<file path="src/rtl/uart_pkg.sv">
// Shared constants and types for the memory-mapped UART transmitter.
// Optional parity support is selected with the UART_TX_PARITY_EN macro.
package uart_pkg;

   localparam logic [3:0] UART_TXDATA_OFS = 4'h0;
   localparam logic [3:0] UART_STATUS_OFS = 4'h4;
   localparam logic [3:0] UART_DIV_OFS    = 4'h8;

   localparam int STAT_FULL_BIT  = 0;
   localparam int STAT_EMPTY_BIT = 1;
   localparam int STAT_BUSY_BIT  = 2;
   localparam int STAT_OVF_BIT   = 3;
   localparam int STAT_COUNT_LSB = 8;
   localparam int STAT_COUNT_W   = 4;

   typedef enum logic [2:0] {
      TX_IDLE   = 3'd0,
      TX_START  = 3'd1,
      TX_DATA   = 3'd2,
`ifdef UART_TX_PARITY_EN
      TX_PARITY = 3'd4,
`endif
      TX_STOP   = 3'd3
   } tx_state_t;

   // A zero divisor would stall the bit timer, so it is promoted to 1.
   function automatic logic [15:0] div_sanitize(input logic [15:0] v);
      return (v == 16'd0) ? 16'd1 : v;
   endfunction

endpackage

</file>
<file path="src/rtl/sync_fifo.sv">
// Single-clock FIFO with occupancy count; a push is accepted when full only if a pop
// happens in the same cycle.
module sync_fifo #(
   parameter  int WIDTH = 8,
   parameter  int DEPTH = 8,
   localparam int AW    = $clog2(DEPTH),
   localparam int CW    = AW + 1
) (
   input  logic             clk,
   input  logic             resetn,
   input  logic             push_i,
   input  logic [WIDTH-1:0] wdata_i,
   input  logic             pop_i,
   output logic [WIDTH-1:0] rdata_o,
   output logic             full_o,
   output logic             empty_o,
   output logic [CW-1:0]    count_o
);

   logic [WIDTH-1:0] mem_q [DEPTH];
   logic [AW-1:0]    wr_ptr_q, wr_ptr_d;
   logic [AW-1:0]    rd_ptr_q, rd_ptr_d;
   logic [CW-1:0]    count_q, count_d;
   logic             do_push;
   logic             do_pop;

   assign full_o  = (count_q == CW'(DEPTH));
   assign empty_o = (count_q == '0);
   assign count_o = count_q;
   assign rdata_o = mem_q[rd_ptr_q];

   assign do_pop  = pop_i && !empty_o;
   assign do_push = push_i && (!full_o || do_pop);

   always_comb begin
      wr_ptr_d = wr_ptr_q;
      rd_ptr_d = rd_ptr_q;
      count_d  = count_q;
      if (do_push) wr_ptr_d = wr_ptr_q + AW'(1);
      if (do_pop)  rd_ptr_d = rd_ptr_q + AW'(1);
      case ({do_push, do_pop})
         2'b10:   count_d = count_q + CW'(1);
         2'b01:   count_d = count_q - CW'(1);
         default: count_d = count_q;
      endcase
   end

   always_ff @(posedge clk or negedge resetn) begin
      if (!resetn) begin
         wr_ptr_q <= '0;
         rd_ptr_q <= '0;
         count_q  <= '0;
      end else begin
         wr_ptr_q <= wr_ptr_d;
         rd_ptr_q <= rd_ptr_d;
         count_q  <= count_d;
      end
   end

   // Storage needs no reset: the count alone decides which entries are valid.
   always_ff @(posedge clk) begin
      if (do_push) mem_q[wr_ptr_q] <= wdata_i;
   end

endmodule

</file>
<file path="src/rtl/uart_tx_mmio.sv">
// Memory-mapped UART transmitter: TXDATA/STATUS/DIV register window, TX FIFO, 8N1 serialiser.
// Defining UART_TX_PARITY_EN adds an even-parity bit between the data bits and the stop bit.
module uart_tx_mmio
   import uart_pkg::*;
#(
   parameter logic [31:0] BASE_ADDR   = 32'h0000_1000,
   parameter int          FIFO_DEPTH  = 8,
   parameter logic [15:0] DEFAULT_DIV = 16'd868
) (
   input  logic        clk,
   input  logic        resetn,
   input  logic [31:0] address,
   input  logic [31:0] data_out,
   input  logic        we,
   output logic        sel,
   output logic [31:0] rdata,
   output logic        tx
);

   localparam int CW = $clog2(FIFO_DEPTH) + 1;

   logic [3:0]  reg_ofs;
   logic        wr_txdata, wr_status, wr_div;
   logic        fifo_pop, fifo_full, fifo_empty;
   logic [7:0]  fifo_rdata;
   logic [CW-1:0] fifo_count;
   logic        ovf_q, ovf_d;
   logic [15:0] div_q, div_d;
   logic [31:0] status_w;
   logic        busy;
   logic        unused_ok;

   tx_state_t   state_q, state_d;
   logic [7:0]  shreg_q, shreg_d;
   logic [2:0]  bit_idx_q, bit_idx_d;
   logic [15:0] baud_q, baud_d;
   logic        tx_q, tx_d;
   logic        bit_end;

   assign sel       = (address[31:4] == BASE_ADDR[31:4]);
   assign reg_ofs   = {address[3:2], 2'b00};
   assign wr_txdata = we && sel && (reg_ofs == UART_TXDATA_OFS);
   assign wr_status = we && sel && (reg_ofs == UART_STATUS_OFS);
   assign wr_div    = we && sel && (reg_ofs == UART_DIV_OFS);
   assign unused_ok = ^{address[1:0], data_out[31:16]};

   sync_fifo #(
      .WIDTH (8),
      .DEPTH (FIFO_DEPTH)
   ) u_fifo (
      .clk     (clk),
      .resetn  (resetn),
      .push_i  (wr_txdata),
      .wdata_i (data_out[7:0]),
      .pop_i   (fifo_pop),
      .rdata_o (fifo_rdata),
      .full_o  (fifo_full),
      .empty_o (fifo_empty),
      .count_o (fifo_count)
   );

   always_comb begin
      ovf_d = ovf_q;
      div_d = div_q;
      if (wr_status && data_out[STAT_OVF_BIT]) ovf_d = 1'b0;
      // A write into a full FIFO is only lost when nothing drains in the same cycle.
      if (wr_txdata && fifo_full && !fifo_pop)  ovf_d = 1'b1;
      if (wr_div) div_d = div_sanitize(data_out[15:0]);
   end

   assign busy = (state_q != TX_IDLE);

   always_comb begin
      status_w                 = '0;
      status_w[STAT_FULL_BIT]  = fifo_full;
      status_w[STAT_EMPTY_BIT] = fifo_empty;
      status_w[STAT_BUSY_BIT]  = busy;
      status_w[STAT_OVF_BIT]   = ovf_q;
      status_w[STAT_COUNT_LSB +: STAT_COUNT_W] = STAT_COUNT_W'(fifo_count);
      rdata = '0;
      if (sel) begin
         case (reg_ofs)
            UART_STATUS_OFS: rdata = status_w;
            UART_DIV_OFS:    rdata = {16'h0000, div_q};
            default:         rdata = '0;
         endcase
      end
   end

   assign bit_end = (baud_q == 16'd1);

   // Each bit period reloads the timer from DIV, so a DIV write lands on the next bit.
   always_comb begin
      state_d   = state_q;
      shreg_d   = shreg_q;
      bit_idx_d = bit_idx_q;
      baud_d    = baud_q;
      tx_d      = tx_q;
      fifo_pop  = 1'b0;
      case (state_q)
         TX_IDLE: begin
            if (!fifo_empty) begin
               fifo_pop  = 1'b1;
               shreg_d   = fifo_rdata;
               baud_d    = div_q;
               bit_idx_d = 3'd0;
               tx_d      = 1'b0;
               state_d   = TX_START;
            end
         end
         TX_START: begin
            if (bit_end) begin
               baud_d  = div_q;
               tx_d    = shreg_q[0];
               state_d = TX_DATA;
            end else begin
               baud_d = baud_q - 16'd1;
            end
         end
         TX_DATA: begin
            if (bit_end) begin
               baud_d = div_q;
               if (bit_idx_q == 3'd7) begin
`ifdef UART_TX_PARITY_EN
                  tx_d    = ^shreg_q;
                  state_d = TX_PARITY;
`else
                  tx_d    = 1'b1;
                  state_d = TX_STOP;
`endif
               end else begin
                  tx_d      = shreg_q[bit_idx_q + 3'd1];
                  bit_idx_d = bit_idx_q + 3'd1;
               end
            end else begin
               baud_d = baud_q - 16'd1;
            end
         end
`ifdef UART_TX_PARITY_EN
         TX_PARITY: begin
            if (bit_end) begin
               baud_d  = div_q;
               tx_d    = 1'b1;
               state_d = TX_STOP;
            end else begin
               baud_d = baud_q - 16'd1;
            end
         end
`endif
         TX_STOP: begin
            if (bit_end) begin
               state_d = TX_IDLE;
            end else begin
               baud_d = baud_q - 16'd1;
            end
         end
         default: begin
            tx_d    = 1'b1;
            state_d = TX_IDLE;
         end
      endcase
   end

   always_ff @(posedge clk or negedge resetn) begin
      if (!resetn) begin
         state_q   <= TX_IDLE;
         shreg_q   <= 8'h00;
         bit_idx_q <= 3'd0;
         baud_q    <= 16'd1;
         tx_q      <= 1'b1;
         ovf_q     <= 1'b0;
         div_q     <= DEFAULT_DIV;
      end else begin
         state_q   <= state_d;
         shreg_q   <= shreg_d;
         bit_idx_q <= bit_idx_d;
         baud_q    <= baud_d;
         tx_q      <= tx_d;
         ovf_q     <= ovf_d;
         div_q     <= div_d;
      end
   end

   assign tx = tx_q;

endmodule

</file>
<file path="config.mk">
export PLATFORM = sky130hd
export DESIGN_NAME = uart_tx_mmio
export DESIGN_NICKNAME = d
export VERILOG_FILES = /design/src/rtl/uart_pkg.sv /design/src/rtl/sync_fifo.sv /design/src/rtl/uart_tx_mmio.sv
export SDC_FILE = /design/constraint.sdc
export NUM_CORES = 1
export LEC_CHECK = 0
export BUFFER_PORTS_ARGS = -buffer_cell sky130_fd_sc_hd__clkbuf_2
export CELL_PAD_IN_SITES_DETAIL_PLACEMENT = 2
export CELL_PAD_IN_SITES_GLOBAL_PLACEMENT = 2
export CORE_MARGIN = 8
export CORE_UTILIZATION = 30
export DETAILED_ROUTE_END_ITERATION = 16
export GPL_TIMING_DRIVEN = 0
export PLACE_DENSITY = 0.64
export SLEW_MARGIN = 10
export SYNTH_ARGS = -nofsm -noshare
export SYNTH_HDL_FRONTEND = slang
export SYNTH_SLANG_ARGS = --single-unit
</file>
<file path="constraint.sdc">
create_clock -name clk -period 2.6 [get_ports clk]
set_clock_uncertainty 0.15 [all_clocks]
set_input_delay 0.13 -clock clk [delete_from_list [all_inputs] [get_ports clk]]
set_output_delay 0.13 -clock clk [all_outputs]
set_load 0.05 [all_outputs]
</file>
Word-level counts from Yosys, hierarchy flattened
Memory sizes are Yosys's and may differ from the RTL's. A register that Yosys moved wholly into a read port is not among the register bits.
Cells that the tools add are included.
- equality and inequality tests: 18
- reductions and logical operators: 29
- $lt $le $gt $ge: 1
- multiplexer cells: 31
- $add $sub $neg: 6
- bitwise gates (word level): 2
- operator list (cell ; count):
    two-way mux 16 bit ; 5
    one-hot mux 16 bit (3 select lines) ; 1
    one-hot mux 16 bit (2 select lines) ; 1
    == test 28 x 9 -> 1 bit, second input constant ; 1
    two-way mux 3 bit ; 8
    == test 16 x 1 -> 1 bit, second input constant ; 1
    logical NOT 16 bit ; 1
    subtractor 16 x 1 -> 16 bit, second input constant ; 1
    inequality test 2 bit, second input constant ; 7
    one-hot mux 3 bit (4 select lines) ; 1
    two-way mux 1 bit ; 11
    adder 3 x 1 -> 3 bit, second input constant ; 3
    logical AND 1 bit ; 9
    logical NOT 4 bit ; 2
    one-hot mux 4 bit (2 select lines) ; 1
    AND reduction 4 bit ; 2
    == test 3 x 2 -> 1 bit, second input constant ; 2
    one-hot mux 3 bit (2 select lines) ; 1
    nonzero test 2 bit ; 3
    nonzero test 3 bit ; 2
    AND reduction 5 bit ; 1
    adder 4 x 1 -> 4 bit, second input constant ; 1
    == test 2 x 1 -> 1 bit, second input constant ; 2
    == test 2 bit, second input constant ; 2
    14 further kinds ; 18
- memories kept: 1
- bits in registers: 50
- logic and storage cells: 97
- input bits: 67
- output and inout port bits: 34
- bits in writable memories: 64
- memories (name ; words ; width ; read ports ; clocked after memory_dff ; write ports ; RTL line ; text):
    u_fifo.mem_q ; 8 ; 8 ; 1 ; 1 ; 1 ; sync_fifo.sv:20 ; logic [WIDTH-1:0] mem_q [DEPTH];

Logic depth before layout (Yosys ltp)
- word-level depth: 8
- mapped depth: 14
- depth with buffers taken out: 12

Cells and area by module
From an unflattened synthesis, not the netlist that was laid out.
- cells, all modules: 488
- area total of the unflattened synthesis: 6273.5 µm²
- by module, submodules not included (module ; cells each ; instances ; area an instance (µm²) ; sequential area each (µm²)):
    sync_fifo ; 162 ; 1 ; 3150.5 ; 2172.1
    uart_tx_mmio ; 326 ; 1 ; 3123.0 ; 1184.9

Worst setup path after synthesis
No wires, ideal clock.
- kind: register to register
- from: register state_q[0]
- to: register u_fifo.count_q[2], in the netlist u_fifo.count_o[2]
- library setup time: 0.133 ns
- arrival: 2.584 ns
- data required time: 2.317 ns
- stages on the path, launching flop included: 15
- slack: -0.266 ns
- period minus slack after synthesis: 2.866 ns
- buffers on the path: 2
- cell sequence: dfrtp_1 -> inv_1 -> ha_1 -> inv_1 -> nand3_1 -> nand3_1 -> clkbuf_1 -> ha_1 -> clkbuf_1 -> xor2_1 -> ha_1 -> a21oi_1 -> xor2_1 -> nor2_1 -> xor2_1
- cells in the longest elaborated chain, start to end: 7
- elaborated cells between the ends (all ways): 9
- classes of those cells: eq/ne: 2; mux: 2; reduce/logical: 5
- RTL lines (what ; RTL line ; text):
    start, declared ; uart_tx_mmio.sv:33 ; tx_state_t state_q, state_d;
    start signal, assigned ; uart_tx_mmio.sv:174 ; state_q <= state_d;
    logical NOT 3 bit (*) ; uart_tx_mmio.sv:100 ; case (state_q)
    two-way mux 1 bit (*) ; uart_tx_mmio.sv:100 ;
    logical AND 1 bit (*) ; sync_fifo.sv:32 ; assign do_pop = pop_i && !empty_o;
    logical OR 1 bit ; sync_fifo.sv:33 ; assign do_push = push_i && (!full_o || do_pop);
    logical AND 1 bit ; sync_fifo.sv:33 ;
    == test 2 x 1 -> 1 bit or == test 2 bit (tied branches) ; sync_fifo.sv:41 ; case ({do_push, do_pop})
    one-hot mux 4 bit (2 select lines) or nonzero test 2 bit (tied branches) ; n/a ;
    end signal, assigned ; sync_fifo.sv:56 ; count_q <= count_d;
    end, declared ; sync_fifo.sv:23 ; logic [CW-1:0] count_q, count_d;
Every way passes the cells marked *; elsewhere a longest branch is shown, timed or not.
A chain may end at the register's enable or synchronous reset.

Final worst setup path
- from: register u_fifo.count_q[2], in the netlist u_fifo.count_o[2]
- to: register u_fifo.count_q[2], in the netlist u_fifo.count_o[2]
- cells in the longest elaborated chain, start to end: 8
- elaborated cells between the ends (all ways): 15
- classes of those cells: add/sub: 2; eq/ne: 3; mux: 3; reduce/logical: 7
- RTL lines (what ; RTL line ; text):
    logical NOT 4 bit (*) ; sync_fifo.sv:28 ; assign empty_o = (count_q == '0);
    two-way mux 1 bit (*) ; uart_tx_mmio.sv:102 ; if (!fifo_empty) begin
    two-way mux 1 bit (*) ; uart_tx_mmio.sv:100 ;
    via fifo_pop ; uart_tx_mmio.sv:24 ; logic fifo_pop, fifo_full, fifo_empty;
    logical AND 1 bit (*) ; sync_fifo.sv:32 ;
    logical OR 1 bit ; sync_fifo.sv:33 ;
    logical AND 1 bit ; sync_fifo.sv:33 ;
    == test 2 x 1 -> 1 bit or == test 2 bit (tied branches) ; sync_fifo.sv:41 ;
    one-hot mux 4 bit (2 select lines) or nonzero test 2 bit (tied branches) ; n/a ;
Mark *: on every way through the listed nets, which the timed path passes. The rest lies on a longest branch.

==> run summary <==
Relative slew margins -> 45.5%
Ports -> 101
Largest area contributor in the netlist -> edfxtp_1
Largest net degree at the start of global routing -> 43
Final worst slack -> 0.0340 ns
Placeable Area -> 19500 um^2
Iteration-0 DRC Markers -> 202
Fin area -> 7800 um^2
Placed Area -> 6860 um^2
Hold Path Class -> in2async
Synth warn -> 0
Peak Freq -> 0.390 GHz
IO Port Bufs -> 66
Netlist Area Pre-Place -> 6000 um^2
Via count -> 4466
Final wirelength -> 18800 um
GRT Total Usage -> 15.9%
Critical path class -> reg2reg
Pwr Density -> 577 nW/um^2
Post-synthesis cell count -> 469
TritonCTS clock tree -> done
Final Hold Viols -> 0
Yosys reg bits -> 121
Setup violators final -> 0
Critical path peak fanout -> 8
Worst Hold Margin -> 0.00997 ns
Clock transition at path regs -> 0.06 ns
Maxcap violations -> 0
Dominant cells by area after synthesis -> edfxtp_1 (32%), dfrtp_1 (21%), mux4_2 (6.8%)
Crit share post-route -> 98.7%
Worst Path Arrival -> 2.69 ns
# rows -> 51
Share of cells above drive strength 1 -> 33.7%
Max clock buf depth -> 2
Critical Path Start Type -> flip-flop
Mean Syn Cell Area -> 12.8 um^2
Final HPWL DP -> 13300 um
Area delta synth->final -> 29.9%
Die Span Y -> 157 um
CTS H-tree depth -> 4
Final Slew Violations -> 0
Worst setup EP type -> flip-flop
Clk Tree Root Cell -> clkbuf_16
Unrepaired setup endpoints after global routing -> yes
DR DRC count -> 0
Die footprint -> 24800 um^2
Antenna-violating nets left -> 0
TritonRoute pass-1 iters -> 4
Netlist cell types -> 64
Antenna violations before repair -> 0
Ys flop type -> edfxtp_1
Total gr overflow -> 0
Sequential area share after synthesis -> 55.9%
Initial core utilization -> 30.7%
Slew at the pin closest to its max-slew limit -> 0.818 ns
Status -> completed
Pre-CTS setup slack -> -0.573 ns
LEAKAGE -> 3.22 nW
Tmin final -> 2.57 ns
Wirelength per Cell -> 21.2 um
EDFF count, synth -> 64
Share of the synthesized area in the top cell type -> 32.0%
CTS Buf Count -> 17
Die Wd -> 157 um
Total negative setup slack -> 0 ns
Worst-Skew Late Latency -> 0.42 ns
Via density per instance -> 5.06
Worst vdd ir -> 0.547 mV
Design Power -> 4.50 mW
Post-layout nets -> 688
Clock sinks -> 121
First-pass GRT wire length -> 29500 um
Vias in the first global route -> 5044
GP Congestion -> 0.778
Data required, critical path -> 2.73 ns
Async S/R FF share, synth -> 47.1%
==> kinds of logic after synthesis <==
group	count (synthesis)	share of synthesized area, %
buffers and inverters	56	5.09
and+or+nand+nor	138	12.6
other	1	0.0625
DFF	121	55.9
adders and majority gates	17	3.54
xor gates and xnor gates	10	1.46
muxes	45	11.7
AOI/OAI and AO/OA	81	9.65
==> worst paths after layout <==
path | from | end | slack [ns] | cells past startpoint
setup / recovery | u_fifo.count_o[2]$_DFFE_PN0P_ | u_fifo.count_o[2]$_DFFE_PN0P_ | 0.03 | 10
min in group clk | address[22] | ovf_q$_DFFE_PN0P_ | 0.07 | 5
setup reg to reg | u_fifo.count_o[2]$_DFFE_PN0P_ | u_fifo.count_o[2]$_DFFE_PN0P_ | 0.03 | 10
max in group asynchronous | resetn | div_q[2]$_DFFE_PN1P_ | 1.72 | 3
hold / removal | resetn | baud_q[1]$_DFFE_PN0P_ | 0.01 | 2
hold reg to reg | shreg_q[4]$_DFFE_PN0P_ | shreg_q[4]$_DFFE_PN0P_ | 0.35 | 2
==> critical path, cell delays in order, from the launching register on <==
cell	delay, ns
dfrtp_1	0.53
or4_4	0.55
nand2_8	0.10
inv_6	0.05
ha_4	0.18
xor2_2	0.14
ha_2	0.18
a21oi_2	0.12
xor2_1	0.20
nor2_1	0.07
xor2_1	0.15
==> routing by layer <==
metal	global-route usage (%)	part of all wire, %	up-vias
met2	27.7	52	82
li1	-	-	2037
met3	3.45	3.5	22
met1	18.8	43	2325
met5	0	0	-
met4	5.89	1.3	0
==> stage by stage <==
stage          utilization, %  instances
2_1_floorplan               -        484
3_3_place_gp             34.5        815
3_5_place_dp             35.1        823
4_1_cts                  39.5        881
5_1_grt                  39.9        882
6_report                 39.9        883
==> sequential cells by signal (all words and copies together) (netlist names) <==
register / cells
tx: 1
u_fifo.wr_ptr_q: 3
ovf_q: 1
u_fifo.mem_q: 64
baud_q: 16
u_fifo.rd_ptr_q: 3
shreg_q: 8
bit_idx_q: 3
state_q: 2
u_fifo.count_o: 4
div_q: 16
==> Yosys cell counts (5+ instances only) <==
cell type,n
nand3_1,7
nand2_1,25
a22oi_1,8
and3_1,13
a211o_1,6
nor2_1,35
buf_4,17
nor3_1,13
clkbuf_1,7
dfstp_2,7
a31oi_1,8
o21ai_0,19
buf_2,7
dfrtp_1,50
xnor2_1,6
edfxtp_1,64
mux4_2,18
a21oi_1,6
nor4_1,19
mux2i_1,8
a221o_1,5
inv_1,17
mux2_1,17
ha_1,17
==> report_power, final <==
| part | internal (mW) | switching, mW |
|---|---|---|
| Combinational | 0.114 | 0.170 |
| Clock | 1.21 | 0.900 |
| Sequential | 2.07 | 0.0310 |
==> cells in the final DEF (no fill, tap or decap), drive strengths merged, types with 17 or more instances in the layout <==
cell	Yosys	routed
o21ai	23	23
buf	31	48
inv	18	19
dfrtp	50	50
nor2	36	36
dlygate4sd3	0	18
nand2	25	25
clkbuf	7	90
mux4	18	18
mux2	19	19
ha	17	17
edfxtp	64	64
nor4	21	21
==> area by class of cell <==
class,count,area (um^2)
buffer,36,249
clock inverter,15,105
antenna,1,2.50
clock buffer,17,425
tap,265,332
multi-input combinational,307,2570
timing repair buffer,103,674
inverter,18,75.1
fill,2044,11700
sequential,121,3360
==> repair_timing <==
item | 4_1_cts | 5_1_grt
pin swaps | 4 | 1
resized for setup | 19 | 15
buffers inserted | 10 | 1
endpoints found under the setup margin | 67 | 35
hold buffers | 18 | 0
hold endpoints to repair | 125 | 0
(Power assumes the default switching activity.)
